$ cat src/rtl/addr_pkg.sv
// addr_pkg: mode codes and default operand width shared by the addr_pipe slice
package addr_pkg;
  localparam int ADDR_WIDTH = 8;
  localparam logic [1:0] MODE_ADD  = 2'b00;
  localparam logic [1:0] MODE_SUB  = 2'b01;
  localparam logic [1:0] MODE_ACC  = 2'b10;
  localparam logic [1:0] MODE_LOAD = 2'b11;
endpackage

$ cat src/rtl/addr_sat_alu.sv
// addr_sat_alu: add/sub/accumulate/load with carry-borrow detection and optional clamping
module addr_sat_alu import addr_pkg::*; #(
  parameter int WIDTH = ADDR_WIDTH,
  parameter bit SAT   = 1'b0
) (
  input  logic [1:0]       i_mode,
  input  logic [WIDTH-1:0] i_a,
  input  logic [WIDTH-1:0] i_b,
  input  logic [WIDTH-1:0] i_acc,
  output logic [WIDTH-1:0] o_res,
  output logic             o_ovf
);
  logic [WIDTH-1:0] w_x, w_y;
  logic [WIDTH:0]   w_sum, w_dif;
  // ACC reuses the adder with the accumulator in place of operand A
  assign w_x   = i_mode == MODE_ACC ? i_acc : i_a;
  assign w_y   = i_mode == MODE_ACC ? i_a : i_b;
  assign w_sum = {1'b0, w_x} + {1'b0, w_y};
  assign w_dif = {1'b0, i_a} - {1'b0, i_b};
  assign o_ovf = i_mode == MODE_LOAD ? 1'b0 : i_mode == MODE_SUB ? w_dif[WIDTH] : w_sum[WIDTH];
  assign o_res = i_mode == MODE_LOAD ? i_a :
                 i_mode == MODE_SUB  ? (SAT && w_dif[WIDTH] ? '0 : w_dif[WIDTH-1:0]) :
                                       (SAT && w_sum[WIDTH] ? '1 : w_sum[WIDTH-1:0]);
endmodule

$ cat src/rtl/addr_pipe.sv
// addr_pipe: two-stage valid/ready arithmetic pipeline with an in-order accumulator
module addr_pipe import addr_pkg::*; #(
  parameter int WIDTH = ADDR_WIDTH,
  parameter bit SAT   = 1'b0
) (
  input  logic             clk,
  input  logic             reset,
  input  logic             in_valid,
  output logic             in_ready,
  input  logic [1:0]       mode,
  input  logic [WIDTH-1:0] a,
  input  logic [WIDTH-1:0] b,
  output logic             out_valid,
  input  logic             out_ready,
  output logic [WIDTH-1:0] c,
  output logic             ovf
);
  logic             r_s1_valid, r_out_valid, r_ovf, w_ovf, w_adv;
  logic [1:0]       r_s1_mode;
  logic [WIDTH-1:0] r_s1_a, r_s1_b, r_acc, r_c, w_res;
  assign w_adv     = !r_out_valid || out_ready;
  assign in_ready  = w_adv;
  assign out_valid = r_out_valid;
  assign c         = r_c;
  assign ovf       = r_ovf;
  addr_sat_alu #(.WIDTH(WIDTH), .SAT(SAT)) u_alu (
    .i_mode(r_s1_mode),
    .i_a   (r_s1_a),
    .i_b   (r_s1_b),
    .i_acc (r_acc),
    .o_res (w_res),
    .o_ovf (w_ovf)
  );
  // acc is written as S1 drains, so the next op in S1 always sees the prior write
  always_ff @(posedge clk or negedge reset) begin
    if (!reset) begin
      r_s1_valid  <= 1'b0;
      r_s1_mode   <= MODE_ADD;
      r_s1_a      <= '0;
      r_s1_b      <= '0;
      r_out_valid <= 1'b0;
      r_c         <= '0;
      r_ovf       <= 1'b0;
      r_acc       <= '0;
    end else if (w_adv) begin
      r_s1_valid  <= in_valid;
      r_s1_mode   <= mode;
      r_s1_a      <= a;
      r_s1_b      <= b;
      r_out_valid <= r_s1_valid;
      if (r_s1_valid) begin
        r_c   <= w_res;
        r_ovf <= w_ovf;
        if (r_s1_mode[1]) r_acc <= w_res;
      end
    end
  end
endmodule

$ cat config.mk
export PLATFORM = sky130hd
export DESIGN_NAME = addr_pipe
export DESIGN_NICKNAME = d
export VERILOG_FILES = /design/src/rtl/addr_pkg.sv /design/src/rtl/addr_sat_alu.sv /design/src/rtl/addr_pipe.sv
export SDC_FILE = /design/constraint.sdc
export NUM_CORES = 1
export LEC_CHECK = 0
export ABC_AREA = 1
export CAP_MARGIN = 25
export CORE_AREA = 2 2 75 77
export CTS_CLUSTER_SIZE = 16
export DETAILED_ROUTE_END_ITERATION = 10
export DIE_AREA = 0 0 77 79
export GPL_TIMING_DRIVEN = 1
export HOLD_SLACK_MARGIN = 0.08
export PLACE_DENSITY = 0.75
export SLEW_MARGIN = 0
export SYNTH_ARGS = -nofsm -noshare
export SYNTH_HDL_FRONTEND = slang
export SYNTH_HIERARCHICAL = 1
export SYNTH_SLANG_ARGS = --single-unit
$ cat constraint.sdc
create_clock -name clk -period 2.43 [get_ports clk]
set_input_delay 0.3645 -clock clk [delete_from_list [all_inputs] [get_ports clk]]
set_output_delay 0.3645 -clock clk [all_outputs]
set_load 0.005 [all_outputs]
* Yosys cells after proc, flatten, opt, wreduce, memory -nomap -nowiden
Index checks and enable logic that the tools add are counted.
Cells by class: mux-type cells 6, multiply operators 0, order comparisons 0, add/subtract/negate cells 2, reduce and logical (&&, ||, !) cells 4, shifts and indexed selects 0, bitwise gates (word level) 0, equality and inequality tests 3, divide/modulo/power cells 0
Operator list (count):
- 2-to-1 mux 8 bit | 4
- adder 8 x 8 -> 9 bit | 1
- subtractor 8 x 8 -> 9 bit | 1
- equality test 2 bit, second input constant | 2
- AND reduction 3 bit | 1
- equality test 2 x 1 -> 1 bit, second input constant | 1
- 2-to-1 mux 1 bit | 2
- AND reduction 2 bit | 1
- logical NOT 1 bit | 1
- logical OR 1 bit | 1
Storage, ports and cells: output and inout port bits 11, memories kept 0, bits in latches 0, bits of input ports 22, register bits 37, bits in writable memories 0, memory bits (read-only) 0

* Logic depth before layout (Yosys ltp)
Gate-level depths: netlist of run 1.
word-level depth 5, depth in mapped cells 20

* Cells and area by module
The synthesis of run 1 kept the hierarchy.
By module, submodules not included:
- addr_pipe | cells each 160, sequential area each 925.9 µm², instances 1, area an instance 1537.7 µm²
- addr_sat_alu | cells each 204, sequential area each 0.0 µm², instances 1, area an instance 1102.3 µm²

* Worst setup path before layout of run 1
Ideal clock, no wire load.
path type register to register, from register r_s1_mode[0], to register r_acc[4], stages on the path, launching flop included 19, period minus slack after synthesis 2.370 ns, data required time 2.365 ns, setup time 0.065 ns, data arrival time 2.305 ns, setup slack 0.060 ns, buffers on the path 1, cells stage by stage dfrtp_1 inv_2 nand2_2 buf_2 o21ai_0 ha_1 inv_1 fa_1 inv_1 nand2_1 nand2_1 and2_4 or2_0 nand3_1 nand2_1 nand2_1 nand2_1 nand4_1 nand2_1
Between the ends: longest elaborated chain between the ends 5, elaborated cells between the ends (all ways) 8, those cells by class 1 x add/sub; 3 x eq/ne; 4 x mux
RTL lines:
- start: declaration | RTL line addr_pipe.sv:19 | logic [1:0] r_s1_mode;
- start signal: assignment | RTL line addr_pipe.sv:47 | r_s1_mode <= mode;
- equality test 2 bit | RTL line addr_sat_alu.sv:16, addr_sat_alu.sv:17
- 2-to-1 mux 8 bit, on equally long branches | RTL line addr_sat_alu.sv:16, addr_sat_alu.sv:17
- adder 8 x 8 -> 9 bit | RTL line addr_sat_alu.sv:18 | assign w_sum = {1'b0, w_x} + {1'b0, w_y};
- 2-to-1 mux 8 bit | RTL line addr_sat_alu.sv:22 | i_mode == MODE_SUB ? (SAT && w_dif[WIDTH] ? '0 : w_dif[WIDTH-1:0]) :
- 2-to-1 mux 8 bit * | RTL line addr_sat_alu.sv:21 | assign o_res = i_mode == MODE_LOAD ? i_a :
- net w_res[4] | RTL line addr_pipe.sv:20 | logic [WIDTH-1:0] r_s1_a, r_s1_b, r_acc, r_c, w_res;
- end signal: assignment | RTL line addr_pipe.sv:54 | if (r_s1_mode[1]) r_acc <= w_res;
- end: declaration | RTL line addr_pipe.sv:20
The timed path passes the listed nets; every way through them passes the cells marked *. A chain may end at the register's enable or synchronous reset.

* Worst setup path in the final report of run 1
Ends and elaborated chain as after synthesis.

==> results of run 1 <==
how the worst min path moves through the flow:
stage	from	endpoint
finish	reset	r_s1_a[5]$_DFFE_PN0P_
global route	reset	r_s1_b[0]$_DFFE_PN0P_
CTS	reset	r_s1_a[5]$_DFFE_PN0P_
detailed placement	c[7]$_DFFE_PN0P_	c[7]$_DFFE_PN0P_
global placement	c[2]$_DFFE_PN0P_	c[2]$_DFFE_PN0P_
floorplan	reset	c[0]$_DFFE_PN0P_
layout by cell type (no fill, tap or decap), types with 3 or more instances in the layout:
cell and count:
nand2_1 136, nand3_1 44, dfrtp_1 36, inv_1 34
clkdlybuf4s50_1 31, nor2_1 16, buf_4 13, a21oi_1 13
ha_1 12, nand4_1 8, clkbuf_8 5, inv_2 4
o21ai_1 4, mux2_1 4, nand2_2 4, o21ai_0 4
o221ai_1 4, nand2_4 3, nand3b_1 3, ha_4 3
cell families after synthesis:
group	count (synthesis)	synth area share, %
and+or+nand+nor	225	37.9
buffers and inverters	51	9.91
DFF	37	35.1
AOI/OAI and AO/OA	28	5.88
adders and majority gates	18	9.10
muxes	5	2.13
critical path: stages, from the launching register on:
cell and delay [ps]:
dfrtp_1 410, inv_4 130, nand2_8 80, mux2_4 310
ha_1 290, or2_1 260, and2_4 150, or2_0 210
nand3_1 70, nand2_1 60, nand2_1 60, nand2_1 80
nand4_1 100, nand2_1 50
sequential cells by signal, summed over array words and instances, names as in the netlist:
| register | cells |
|---|---|
| c | 8 |
| out_valid | 1 |
| ovf | 1 |
| r_acc | 8 |
| r_s1_a | 8 |
| r_s1_b | 8 |
| r_s1_mode | 2 |
| r_s1_valid | 1 |
layout make-up:
class,count,area share (%)
clock buffer,6,2.22
clock inverter,1,0.268
inverter,39,4.55
multi-input combinational,278,48.0
sequential,37,28.4
tap,72,2.76
timing repair buffer,47,13.9
per-layer routing:
layer | up-vias | GRT usage [%] | wire length, um
met4 | 0 | 6.79 | 101
met5 | - | 0 | 0
met3 | 12 | 2.95 | 359
li1 | 1268 | - | -
met2 | 81 | 36.7 | 3120
met1 | 1187 | 30.6 | 2880
power groups by stage:
stage	Sequential (mW)	Combinational [mW]	Clock (mW)
floorplan	0.906	0.916	0
global placement	0.934	1.31	0
detailed placement	0.936	1.34	0
CTS	0.928	1.34	0.427
global route	0.956	1.67	0.446
finish	0.933	1.48	0.416
repair_timing:
action / in CTS / in global routing
gates resized for setup: 0 / 24
buffers inserted: 0 / 1
endpoints found under the setup margin: 0 / 12
stage by stage:
stage / instance area (sq um) / TNS, ps
2_1_floorplan: 2640 / 0
3_3_place_gp: 3030 / 0
3_5_place_dp: 3030 / 0
4_1_cts: 3110 / 0
5_1_grt: 3270 / -51.9
6_report: 3270 / 0
==> flow_summary.json, run 1 <==
{
  "htree_levels": 2,
  "drcViolationCount": 0,
  "swShare_pct": 40.9,
  "r2r_start": "r_s1_mode[0]$_DFFE_PN0P_",
  "ys.warnings.count": 6,
  "p_per_area_nw_per_um2": 864,
  "crit_required_ps": 2620,
  "power.switching_mw": 1.15,
  "syn_avg_cell_area_sq_um": 7.25,
  "seqPwrFrac_pct": 33.0,
  "drt-pass1-iter-count": 4,
  "grtUsageTotal_pct": 22.2,
  "drt_iter0_markers": 251,
  "leakage_nw": 1.71,
  "worstSetupPathType": "reg -> reg",
  "total_power_mw": 2.83,
  "p_int_mw": 1.67,
  "wl_per_cell_um": 13.5,
  "clockPowerShare_pct": 14.7,
  "rows": 27,
  "rr_endpoint": "r_acc[4]$_DFFE_PN0P_",
  "cts.sinks": 37,
  "antenna_found_initial": 0,
  "final_cells": 480,
  "insertion_delay_ps": 290,
  "portBuffers": 32,
  "grt_pass1_vias": 2347,
  "yosysTopAreaCell": "dfrtp_1",
  "fillers": 511,
  "setup_slack_ps": 75.9,
  "fin_util_pct": 61.3,
  "r2r_slack_ps": 80,
  "ff_latch_area_sq_um": 927,
  "drive_gt1_share_pct": 13.0,
  "ys.flop_type": "dfrtp_1",
  "synth_cell_types": 30,
  "num_antenna_cells": 0,
  "synthTopCellsByCount": "139 x nand2_1, 45 x nand3_1, 37 x dfrtp_1",
  "async_flop_share_pct": 100,
  "drt_wl_total_mm": 6.46,
  "cts_root_buf": "clkbuf_8",
  "dpl.hpwl_mm": 4.84,
  "ios": 33,
  "combPwrFrac_pct": 52.2,
  "status": "finished, final reports clean",
  "core_area_sq_um": 5340,
  "worstMarginPinSlew_ps": 811,
  "synthCells": 364,
  "worstRegToRegCells": 13,
  "end_kind": "register",
  "hold_path_class": "in -> async",
  "grt_pass1_wl_mm": 10.8,
  "crit_fanout": 5,
  "slew_headroom_pct": 45.9,
  "final.min_clock_period_ps": 2350,
  "syn-num-nets": 404,
  "synth_area_leaders": "dfrtp_1 35%, nand2_1 20%, nand3_1 8.5%",
  "slew_viol_final": 0,
  "gp_congestion": 1.00,
  "start_util_pct": 49.5,
  "max_freq_mhz": 425,
  "yosysTopAreaCellShare_pct": 35.1,
  "ir_drop_mv": 0.494,
  "viasPerCell": 5.31,
  "grt_max_degree": 38,
  "synth.most_common_cell": "nand2_1",
  "ctsHoldBuffers": 0,
  "cap_violations": 0,
  "synth_seq_cells": 37,
  "setup.worst_path.start": "r_s1_mode[0]$_DFFE_PN0P_",
  "hold_viol": 0,
  "crit_arrival_ps": 2540,
  "clk_path_buf_depth": 2,
  "synthesis.area_sq_um": 2640,
  "die_w_um": 77,
  "nets": 448,
  "hold_ws_ps": 160,
  "num_vias": 2548,
  "multi_input_area_sq_um": 1570,
  "cts_buffers": 5,
  "crit_end": "r_acc[4]$_DFFE_PN0P_",
  "die_height_um": 79,
  "die_area_sq_um": 6080,
  "crit_path_start_kind": "register",
  "setup_violations": 0,
  "place_inst": 469,
  "dp_slack_ps": 65.5,
  "period_share_pct": 96.9,
  "ys_seq_area_share_pct": 35.1,
  "fin_skew_ps": 12.2,
  "grt_overflow_total": 0,
  "synth_edf_count": 0,
  "cts_tree": "built",
  "clkTransAtPathRegs_ps": 80,
  "syn_to_final_growth_pct": 23.8,
  "final_antenna_net_count": 0
}
Note: power is estimated with default switching activity, not from simulation.
==> inputs of run 2 (changes only) <==
CORE_AREA = 10 10 83 85   (was 2 2 75 77)
DIE_AREA = 0 0 93 95   (was 0 0 77 79)
==> flow_summary.json, run 2 (synthesis gave the netlist of run 1 again) <==
{
  "end_kind": "register",
  "drive_gt1_share_pct": 13.6,
  "drt-pass1-iter-count": 4,
  "fin_skew_ps": 9.07,
  "die_height_um": 95,
  "viasPerCell": 5.18,
  "slew_viol_final": 0,
  "routedLengthMet1_mm": 3.15,
  "grt_pass1_wl_mm": 11.3,
  "hold_path_class": "in -> async",
  "final_cell_mix": "136 x nand2_1, 45 x nand3_1, 36 x dfrtp_1",
  "hold_ws_ps": 163,
  "cts_tree": "built",
  "mostFrequentLayoutCell": "nand2_1",
  "cts_buffers": 5,
  "crit_path_start_kind": "register",
  "slew_headroom_pct": 45.1,
  "htree_levels": 2,
  "cap_violations": 0,
  "num_antenna_cells": 0,
  "final_cells": 483,
  "path_buf_inv": 1,
  "rr_endpoint": "r_acc[4]$_DFFE_PN0P_",
  "grt_overflow_total": 0,
  "max_freq_mhz": 431,
  "portBuffers": 32,
  "worstRegToRegCells": 13,
  "dpl.hpwl_mm": 5.07,
  "r2r_slack_ps": 110,
  "top_layer": "met4",
  "ir_drop_mv": 0.467,
  "start_util_pct": 49.5,
  "antenna_found_initial": 0,
  "final.min_clock_period_ps": 2320,
  "crit_chain": "inv_4 -> nand2_2 -> mux2_4 -> ha_4 -> or2_1 -> and2_4 -> or2_0 -> nand3_1 -> nand2_1 -> nand2_1 -> nand2_2 -> nand4_1 -> nand2_1",
  "die_area_sq_um": 8840,
  "clkTransAtPathRegs_ps": 80,
  "grt_max_degree": 38,
  "period_share_pct": 95.5,
  "leakage_nw": 1.71,
  "gp_congestion": 0.976,
  "cp_slowest_cell": "dfrtp_1",
  "crit_required_ps": 2620,
  "clk_path_buf_depth": 2,
  "worstSetupPathType": "reg -> reg",
  "cts.sinks": 37,
  "die_w_um": 93,
  "cts_root_buf": "clkbuf_8",
  "rows": 27,
  "wl_per_cell_um": 14.0,
  "grtUsageTotal_pct": 15.6,
  "ios": 33,
  "place_inst": 470,
  "r2r_start": "r_s1_mode[0]$_DFFE_PN0P_",
  "core_area_sq_um": 5340,
  "final_antenna_net_count": 0,
  "wl_met3_um": 289,
  "crit_top_cell": "nand2_1",
  "cpPeakStageDelay_ps": 410,
  "insertion_delay_ps": 290,
  "dp_slack_ps": 9.54,
  "syn_to_final_growth_pct": 22.7,
  "setup_slack_ps": 109,
  "crit_arrival_ps": 2510,
  "grt_setup_unrepaired": "true",
  "ctsHoldBuffers": 0,
  "cp.depth": 13,
  "setup_violations": 0,
  "cp_top_family": "simple AND/OR/NAND/NOR gates",
  "num_vias": 2502,
  "wl_met2_mm": 3.26,
  "crit_fanout": 4,
  "fin_util_pct": 60.7,
  "drcViolationCount": 0,
  "grt_pass1_vias": 2336,
  "p_per_area_nw_per_um2": 879,
  "hold_viol": 0,
  "worstMarginPinSlew_ps": 824,
  "status": "finished, final reports clean",
  "finalSetupTns_ps": 0,
  "nets": 451,
  "drt_wl_total_mm": 6.77,
  "drt_iter0_markers": 189
}
-- run 2: cell count changes in the layout (fill, tap and decap cells not counted), sizes merged --
| cell | previous run | this run |
|---|---|---|
| buf | 15 | 19 |
| clkbuf | 7 | 6 |
-- run 2: what timing repair did --
action,4_1_cts,5_1_grt
gates resized for setup,1,21
buffers inserted,0,3
gates cloned,0,3
endpoints found under the hold margin,0,0
pin swaps,0,11
endpoints found under the setup margin,1,9
-- run 2: final cells by class --
| class | instances | area (sq um) |
|---|---|---|
| Clock buffer | 6 | 72.6 |
| Multi-Input combinational cell | 278 | 1540 |
| Fill cell | 517 | 2100 |
| Tap cell | 72 | 90.1 |
| Timing Repair Buffer | 50 | 452 |
| Sequential cell | 37 | 927 |
| Inverter | 39 | 149 |
| Clock inverter | 1 | 8.76 |
-- run 2: stage by stage --
step	power, mW	area, sq um
after floorplan	1.82	2640
after global placement	2.28	3040
after detailed placement	2.30	3040
after CTS	2.72	3120
after global routing	3.11	3240
final	2.85	3240
-- run 2: report_power, final --
part           internal [mW]  switching (mW)  total (mW)
registers              0.795           0.133       0.929
clock network          0.199           0.220       0.419
logic                  0.691           0.810        1.50
total                   1.68            1.16        2.85
-- run 2: metal layers --
layer,up-vias,track usage (%)
met2,54,25.8
met3,6,3.33
li1,1276,-
met1,1166,20.1
met5,-,0
met4,0,4.50
-- run 2: worst max-delay path by stage --
| stage | startpoint | endpoint |
|---|---|---|
| after floorplan | r_s1_mode[0]$_DFFE_PN0P_ | r_acc[4]$_DFFE_PN0P_ |
| after global placement | r_s1_mode[0]$_DFFE_PN0P_ | r_acc[4]$_DFFE_PN0P_ |
| after detailed placement | r_s1_mode[0]$_DFFE_PN0P_ | r_acc[4]$_DFFE_PN0P_ |
| after CTS | r_s1_mode[1]$_DFFE_PN0P_ | r_acc[4]$_DFFE_PN0P_ |
| after global routing | r_s1_mode[0]$_DFFE_PN0P_ | r_acc[4]$_DFFE_PN0P_ |
| final | r_s1_mode[0]$_DFFE_PN0P_ | r_acc[4]$_DFFE_PN0P_ |
